### src/rtl/vga_timing_gen.sv
// 640x480@60 raster timing: pixel tick divider, h/v counters, and hs/vs/blank
// delayed to match the mapper pipeline. Frame stats built only with VGA_TIMING_FRAME_STATS_EN.
module vga_timing_gen #(
    parameter int unsigned PIPE_DELAY = 2,
    parameter int unsigned H_VISIBLE  = 640,
    parameter int unsigned H_FP       = 16,
    parameter int unsigned H_SYNC     = 96,
    parameter int unsigned H_BP       = 48,
    parameter int unsigned V_VISIBLE  = 480,
    parameter int unsigned V_FP       = 10,
    parameter int unsigned V_SYNC     = 2,
    parameter int unsigned V_BP       = 33
) (
    input  logic       Clk,
    input  logic       Reset,
    output logic       pixel_clk,
    output logic       pix_en,
    output logic [9:0] DrawX,
    output logic [9:0] DrawY,
    output logic       draw_valid,
    output logic       hs,
    output logic       vs,
    output logic       blank,
    output logic       frame_start,
    output logic [7:0] frame_count
);

    localparam logic [9:0] HVis       = 10'(H_VISIBLE);
    localparam logic [9:0] HSyncStart = 10'(H_VISIBLE + H_FP);
    localparam logic [9:0] HSyncEnd   = 10'(H_VISIBLE + H_FP + H_SYNC);
    localparam logic [9:0] HMax       = 10'(H_VISIBLE + H_FP + H_SYNC + H_BP - 1);
    localparam logic [9:0] VVis       = 10'(V_VISIBLE);
    localparam logic [9:0] VSyncStart = 10'(V_VISIBLE + V_FP);
    localparam logic [9:0] VSyncEnd   = 10'(V_VISIBLE + V_FP + V_SYNC);
    localparam logic [9:0] VMax       = 10'(V_VISIBLE + V_FP + V_SYNC + V_BP - 1);

    typedef struct packed {
        logic hs;
        logic vs;
        logic blank;
    } sync_t;

    localparam sync_t SyncIdle = '{hs: 1'b1, vs: 1'b1, blank: 1'b0};

    logic       toggle_q;
    logic [9:0] hc_q, hc_d;
    logic [9:0] vc_q, vc_d;
    logic       line_end;
    sync_t      raw;
    sync_t      sync_out;

    // Pixel tick divider; pix_en is high in the cycle ending with the pixel_clk fall.
    always_ff @(posedge Clk) begin
        if (Reset) begin
            toggle_q <= 1'b0;
        end else begin
            toggle_q <= ~toggle_q;
        end
    end

    assign pixel_clk = toggle_q;
    assign pix_en    = toggle_q;

    assign line_end = (hc_q >= HMax);

    always_comb begin
        hc_d = hc_q;
        vc_d = vc_q;
        if (pix_en) begin
            if (line_end) begin
                hc_d = 10'd0;
                vc_d = (vc_q >= VMax) ? 10'd0 : vc_q + 10'd1;
            end else begin
                hc_d = hc_q + 10'd1;
            end
        end
    end

    always_ff @(posedge Clk) begin
        if (Reset) begin
            hc_q <= 10'd0;
            vc_q <= 10'd0;
        end else begin
            hc_q <= hc_d;
            vc_q <= vc_d;
        end
    end

    assign DrawX      = hc_q;
    assign DrawY      = vc_q;
    assign draw_valid = (hc_q < HVis) && (vc_q < VVis);

    always_comb begin
        raw.hs    = ~((hc_q >= HSyncStart) && (hc_q < HSyncEnd));
        raw.vs    = ~((vc_q >= VSyncStart) && (vc_q < VSyncEnd));
        raw.blank = draw_valid;
    end

    generate
        if (PIPE_DELAY == 0) begin : g_no_pipe
            assign sync_out = raw;
        end else begin : g_pipe
            sync_t pipe_q [PIPE_DELAY];

            // Reset flushes every stage to idle rather than letting old values drain.
            always_ff @(posedge Clk) begin
                if (Reset) begin
                    for (int unsigned i = 0; i < PIPE_DELAY; i++) begin
                        pipe_q[i] <= SyncIdle;
                    end
                end else if (pix_en) begin
                    pipe_q[0] <= raw;
                    for (int unsigned i = 1; i < PIPE_DELAY; i++) begin
                        pipe_q[i] <= pipe_q[i-1];
                    end
                end
            end

            assign sync_out = pipe_q[PIPE_DELAY-1];
        end
    endgenerate

    assign hs    = sync_out.hs;
    assign vs    = sync_out.vs;
    assign blank = sync_out.blank;

`ifdef VGA_TIMING_FRAME_STATS_EN
    logic       frame_end;
    logic       frame_start_q;
    logic [7:0] frame_count_q;

    assign frame_end = pix_en && line_end && (vc_q >= VMax);

    always_ff @(posedge Clk) begin
        if (Reset) begin
            frame_start_q <= 1'b0;
            frame_count_q <= 8'd0;
        end else begin
            frame_start_q <= frame_end;
            if (frame_end) begin
                frame_count_q <= frame_count_q + 8'd1;
            end
        end
    end

    assign frame_start = frame_start_q;
    assign frame_count = frame_count_q;
`else
    assign frame_start = 1'b0;
    assign frame_count = 8'd0;
`endif

endmodule

### config.mk
export PLATFORM = sky130hd
export DESIGN_NAME = vga_timing_gen
export DESIGN_NICKNAME = d
export VERILOG_FILES = /design/src/rtl/vga_timing_gen.sv
export SDC_FILE = /design/constraint.sdc
export NUM_CORES = 1
export LEC_CHECK = 0
export BUFFER_PORTS_ARGS = -buffer_cell sky130_fd_sc_hd__buf_2
export CAP_MARGIN = 10
export CORE_UTILIZATION = 52
export DETAILED_ROUTE_END_ITERATION = 12
export HOLD_SLACK_MARGIN = 0.02
export PLACE_DENSITY = 0.79
export SLEW_MARGIN = 20
export SYNTH_ARGS = -nofsm -noshare
export SYNTH_HDL_FRONTEND = slang
export SYNTH_SLANG_ARGS = --single-unit
### constraint.sdc
create_clock -name Clk -period 2.6 [get_ports Clk]
set_clock_uncertainty 0.1 [all_clocks]
set_input_delay 0.52 -clock Clk [delete_from_list [all_inputs] [get_ports Clk]]
set_output_delay 0.52 -clock Clk [all_outputs]
set_load 0.05 [all_outputs]
# Word level (Yosys, flattened, before mapping)

Memories as Yosys holds them, arrays and structs flattened.
Index checks and enable logic that the tools add are counted.

Add/sub/neg operators: 2
Magnitude comparators: 8
Mux-type cells: 9
Bitwise operators: 5
Reductions and logical operators: 4

Operators with widths:

| kind                  | count |
|---|---|
| $ge 10x10->1 const B  | 3 |
| $add 10x1->10 const B | 2 |
| $lt 10x10->1 const B  | 2 |
| $lt 10x9->1 const B   | 2 |
| $mux 10               | 2 |
| $ge 10x9->1 const B   | 1 |
| $mux 3                | 2 |
| $mux 1                | 5 |
| $logic_and 1x1->1     | 3 |
| $not 1->1             | 3 |
| $or 1x1->1            | 2 |
| $reduce_and 2->1      | 1 |

Bits in registers: 21
Memory bits (writable): 6
Output and inout port bits: 35
Memories: 1

Memories:

| memory        | words | width | rd ports | clocked after Yosys merged registers in | write ports | line | text |
|---|---|---|---|---|---|---|---|
| g_pipe.pipe_q | 2     | 3     | 2        | 0                                       | 2           | 103  | `sync_t pipe_q [PIPE_DELAY];` |

# Longest topological paths before layout

Word-level depth: 4
Mapped depth: 6
Depth with buffers taken out: 5

# Worst setup path before layout

No wires, ideal clock.

Path kind: register to output
From: register hc_q[8], in the netlist DrawX[8]
To: output draw_valid
Data arrival time: 3.419 ns
Slack: -1.439 ns
Stages on the path, launching flop included: 3
Cells stage by stage: dfxtp_1 > nor2_1 > a2111oi_0

Longest elaborated chain between the ends: 2

Ends and longest elaborated chain:

| item                     | line | text |
|---|---|---|
| start: declaration       | 46   | `logic [9:0] hc_q, hc_d;` |
| start signal: assignment | 81   | `hc_q <= 10'd0;` |
| start signal: assignment | 84   | `hc_q <= hc_d;` |
| $lt 10x10->1             | 91   | `assign draw_valid = (hc_q < HVis) && (vc_q < VVis);` |
| $logic_and 1x1->1        | 91   |  |
| end: declaration         | 20   | `output logic draw_valid,` |

Every way passes these cells.

# Worst setup path after layout

Ends and elaborated chain as after synthesis.

==> results.sh <==
export IMPL_fmax_mhz=431
export IMPL_cpLargestDelayFamily="flip-flops"
export IMPL_place_congestion=0.890
export IMPL_synth_seq_cells=27
export IMPL_post_cts_setup_buffers=0
export IMPL_cts_tree="built"
export IMPL_cpMaxStageDelayCell="dfxtp_1"
export IMPL_fin_crit_sh_pct=89.3
export IMPL_path_buf_inv=1
export IMPL_timing_max_cap_violations=0
export IMPL_grt_pass1_vias=1070
export IMPL_clockBufferDepth=2
export IMPL_end_kind="output port"
export IMPL_start_kind="flop"
export IMPL_reg2regPathDepth=5
export IMPL_finalSetupViolCount=0
export IMPL_finalNetCount=189
export IMPL_clock_sinks=27
export IMPL_drive_gt1_share_pct=20.9
export IMPL_final_min_clock_period_ps=2320
export IMPL_critical_path_class="reg2out"
export IMPL_totalWireLength_mm=2.82
export IMPL_yosys_warnings=0
export IMPL_grt_usage_pct=21.1
export IMPL_routed_via_density=5.75
export IMPL_area_delta_synth_final_pct=10.7
export IMPL_dp_hpwl_mm=2.06
export IMPL_yosysUniqueCellTypes=42
export IMPL_finalSetupTns_ps=0
export IMPL_avgSynthCellArea_um2=9.22
export IMPL_pwr_density_cell_mw_per_mm2=452
export IMPL_coreArea_mm2=0.00254
export IMPL_syn_area_mm2=0.00144
export IMPL_ant_nets=0
export IMPL_finalHoldViolCount=0
export IMPL_die_h_um=54.6
export IMPL_synth_edf_count=6
export IMPL_hold_buffers=0
export IMPL_rsz0062_at_grt="false"
export IMPL_clock_latency_ps=320
export IMPL_diodes=0
export IMPL_port_buffers=27
export IMPL_cp_depth=3
export IMPL_die_x_um=54.6
export IMPL_ioPinCount=37
export IMPL_dr_pass1_iters=4
export IMPL_synth_ff_type="dfxtp_1"
export IMPL_p_leak_nw=0.657
export IMPL_hold_class="in2reg"
export IMPL_cp_max_fo=9
export IMPL_placed_area_mm2=0.00157
export IMPL_drtIter0Drc=26
export IMPL_cts_inserted_buffers=3
export IMPL_cp_required_ps=1980
export IMPL_worst_ep_arrival_time_ps=1700
export IMPL_wl_per_cell_um=13.3
export IMPL_dieArea_mm2=0.00298
export IMPL_slowest_delay_ps=600
export IMPL_initial_core_util_pct=56.5
export IMPL_antenna_found_initial=0
export IMPL_outcome="completed"
export IMPL_synth_area_leader_cell="dfxtp_1"
export IMPL_vdd_drop_max_v=0.000309
export IMPL_vias=1219
export IMPL_synth_area_top_cells="dfxtp_1 (29%), edfxtp_1 (13%), buf_4 (6.3%), o21ai_0 (3.8%), nor2_1 (3.7%)"
export IMPL_clkTransAtPathRegs_ps=140
export IMPL_grt_pass1_wl_mm=4.55
export IMPL_cts_root_buf="clkbuf_4"
export IMPL_stdcell_area_mm2=0.00159
export IMPL_netlist_instances=156
export IMPL_htree_levels=1
export IMPL_async_reset_ff_share_pct=0
export IMPL_ys_seq_area_share_pct=41.8
export IMPL_timing_final_max_slew_violations=0
export IMPL_overflow=0
export IMPL_drc=0
export IMPL_yosysTopAreaCellShare_pct=29.2
export IMPL_grt_max_degree=15
export IMPL_whs_path_depth=2
export IMPL_rows=18
export IMPL_cts_resized=0
export IMPL_path_cells="nor2_1 > a2111oi_4 > buf_2"
==> kinds of logic after synthesis <==
logic type / after synthesis / synth area share (%)
AND/OR/NAND/NOR: 66 / 26.5
AO/OA/AOI/OAI: 32 / 15.8
flip-flops: 27 / 41.8
buffers and inverters: 21 / 9.14
XOR/XNOR: 5 / 3.05
adder cells (fa/ha/maj): 4 / 3.48
other: 1 / 0.261
==> worst paths after layout <==
check                                                  startpoint                                end  slack, ps
worst min-delay path                                        Reset              DrawY[7]$_SDFFE_PP0P_        400
worst min register to register  g_pipe.pipe_q[0][1]$_SDFFCE_PN1P_  g_pipe.pipe_q[0][4]$_SDFFCE_PN1P_        420
worst max register to register              DrawX[1]$_SDFFE_PP0P_              DrawY[7]$_SDFFE_PP0P_        570
worst max-delay path                        DrawX[8]$_SDFFE_PP0P_                         draw_valid        280
==> through the flow <==
stage          power [mW]  hold slack, ps  cells  worst slack (ps)  util [%]
2_1_floorplan       0.545             377    164               261         -
3_3_place_gp        0.546             382    208               637      61.5
3_5_place_dp        0.549             394    208               554      61.5
4_1_cts             0.723             384    212               257      62.5
5_1_grt             0.750             398    212               168      62.5
6_report            0.719             400    212               279      62.5
==> power by group <==
group / switching [mW] / internal (mW)
sequential: 0.0113 / 0.436
clock: 0.118 / 0.0601
combinational: 0.0753 / 0.0179
==> synthesized netlist by cell type, types with 2 or more instances <==
cell type and n:
buf_4 12, a31oi_1 3, nand2_1 8, xnor2_1 2, a21oi_1 6, nor4_1 2, a22o_1 5, and3_1 2
nand3_1 7, dfxtp_1 21, nand4_1 4, and4_1 3, ha_1 4, nor2b_1 5, xor2_1 3, inv_1 6
o21ai_0 11, edfxtp_1 6, and2_1 3, nand2b_1 4, clkbuf_1 2, nor2_1 14, or3_1 4
==> flip-flops by register name, summed over array words and instances (netlist names) <==
signal and count:
DrawX 10, DrawY 10, pix_en 1, g_pipe.pipe_q 6
==> placed cells by master, fill, tap and decap left out, types with 2 or more instances in the layout <==
master	count
clkbuf_4	3
inv_1	6
a21oi_1	6
and4_1	3
dfxtp_1	21
o21ai_0	11
buf_2	27
edfxtp_1	6
xnor2_1	2
a31oi_1	3
xor2_1	3
ha_1	4
nor2_1	14
nand2_1	8
a22o_1	5
nand3_1	7
and3_1	2
conb_1	9
nor4_1	2
nand4_1	4
buf_4	2
and2_1	3
nand2b_1	4
or3_1	4
nor2b_1	5
==> worst reg2reg max path, delay by kind of cell (launching register included) <==
family	cells	cell delay [ps]
and+or+nand+nor	2	820
DFF	1	450
AOI/OAI and AO/OA	2	360
adders and majority gates	1	260
==> per-layer routing <==
layer,part of all wire [%],track usage [%]
met2,46,32.7
met1,47,27.2
met3,4.1,2.50
met4,2.2,14.1
met5,0,0
==> cell type report <==
| cell class | count | area [um^2] |
|---|---|---|
| Clock buffer | 4 | 26.3 |
| Fill cell | 210 | 953 |
| Inverter | 6 | 22.5 |
| Multi-Input combinational cell | 116 | 754 |
| Sequential cell | 27 | 601 |
| Tap cell | 30 | 37.5 |
| Timing Repair Buffer | 29 | 150 |
No activity file was read; power rests on OpenSTA's default activity.
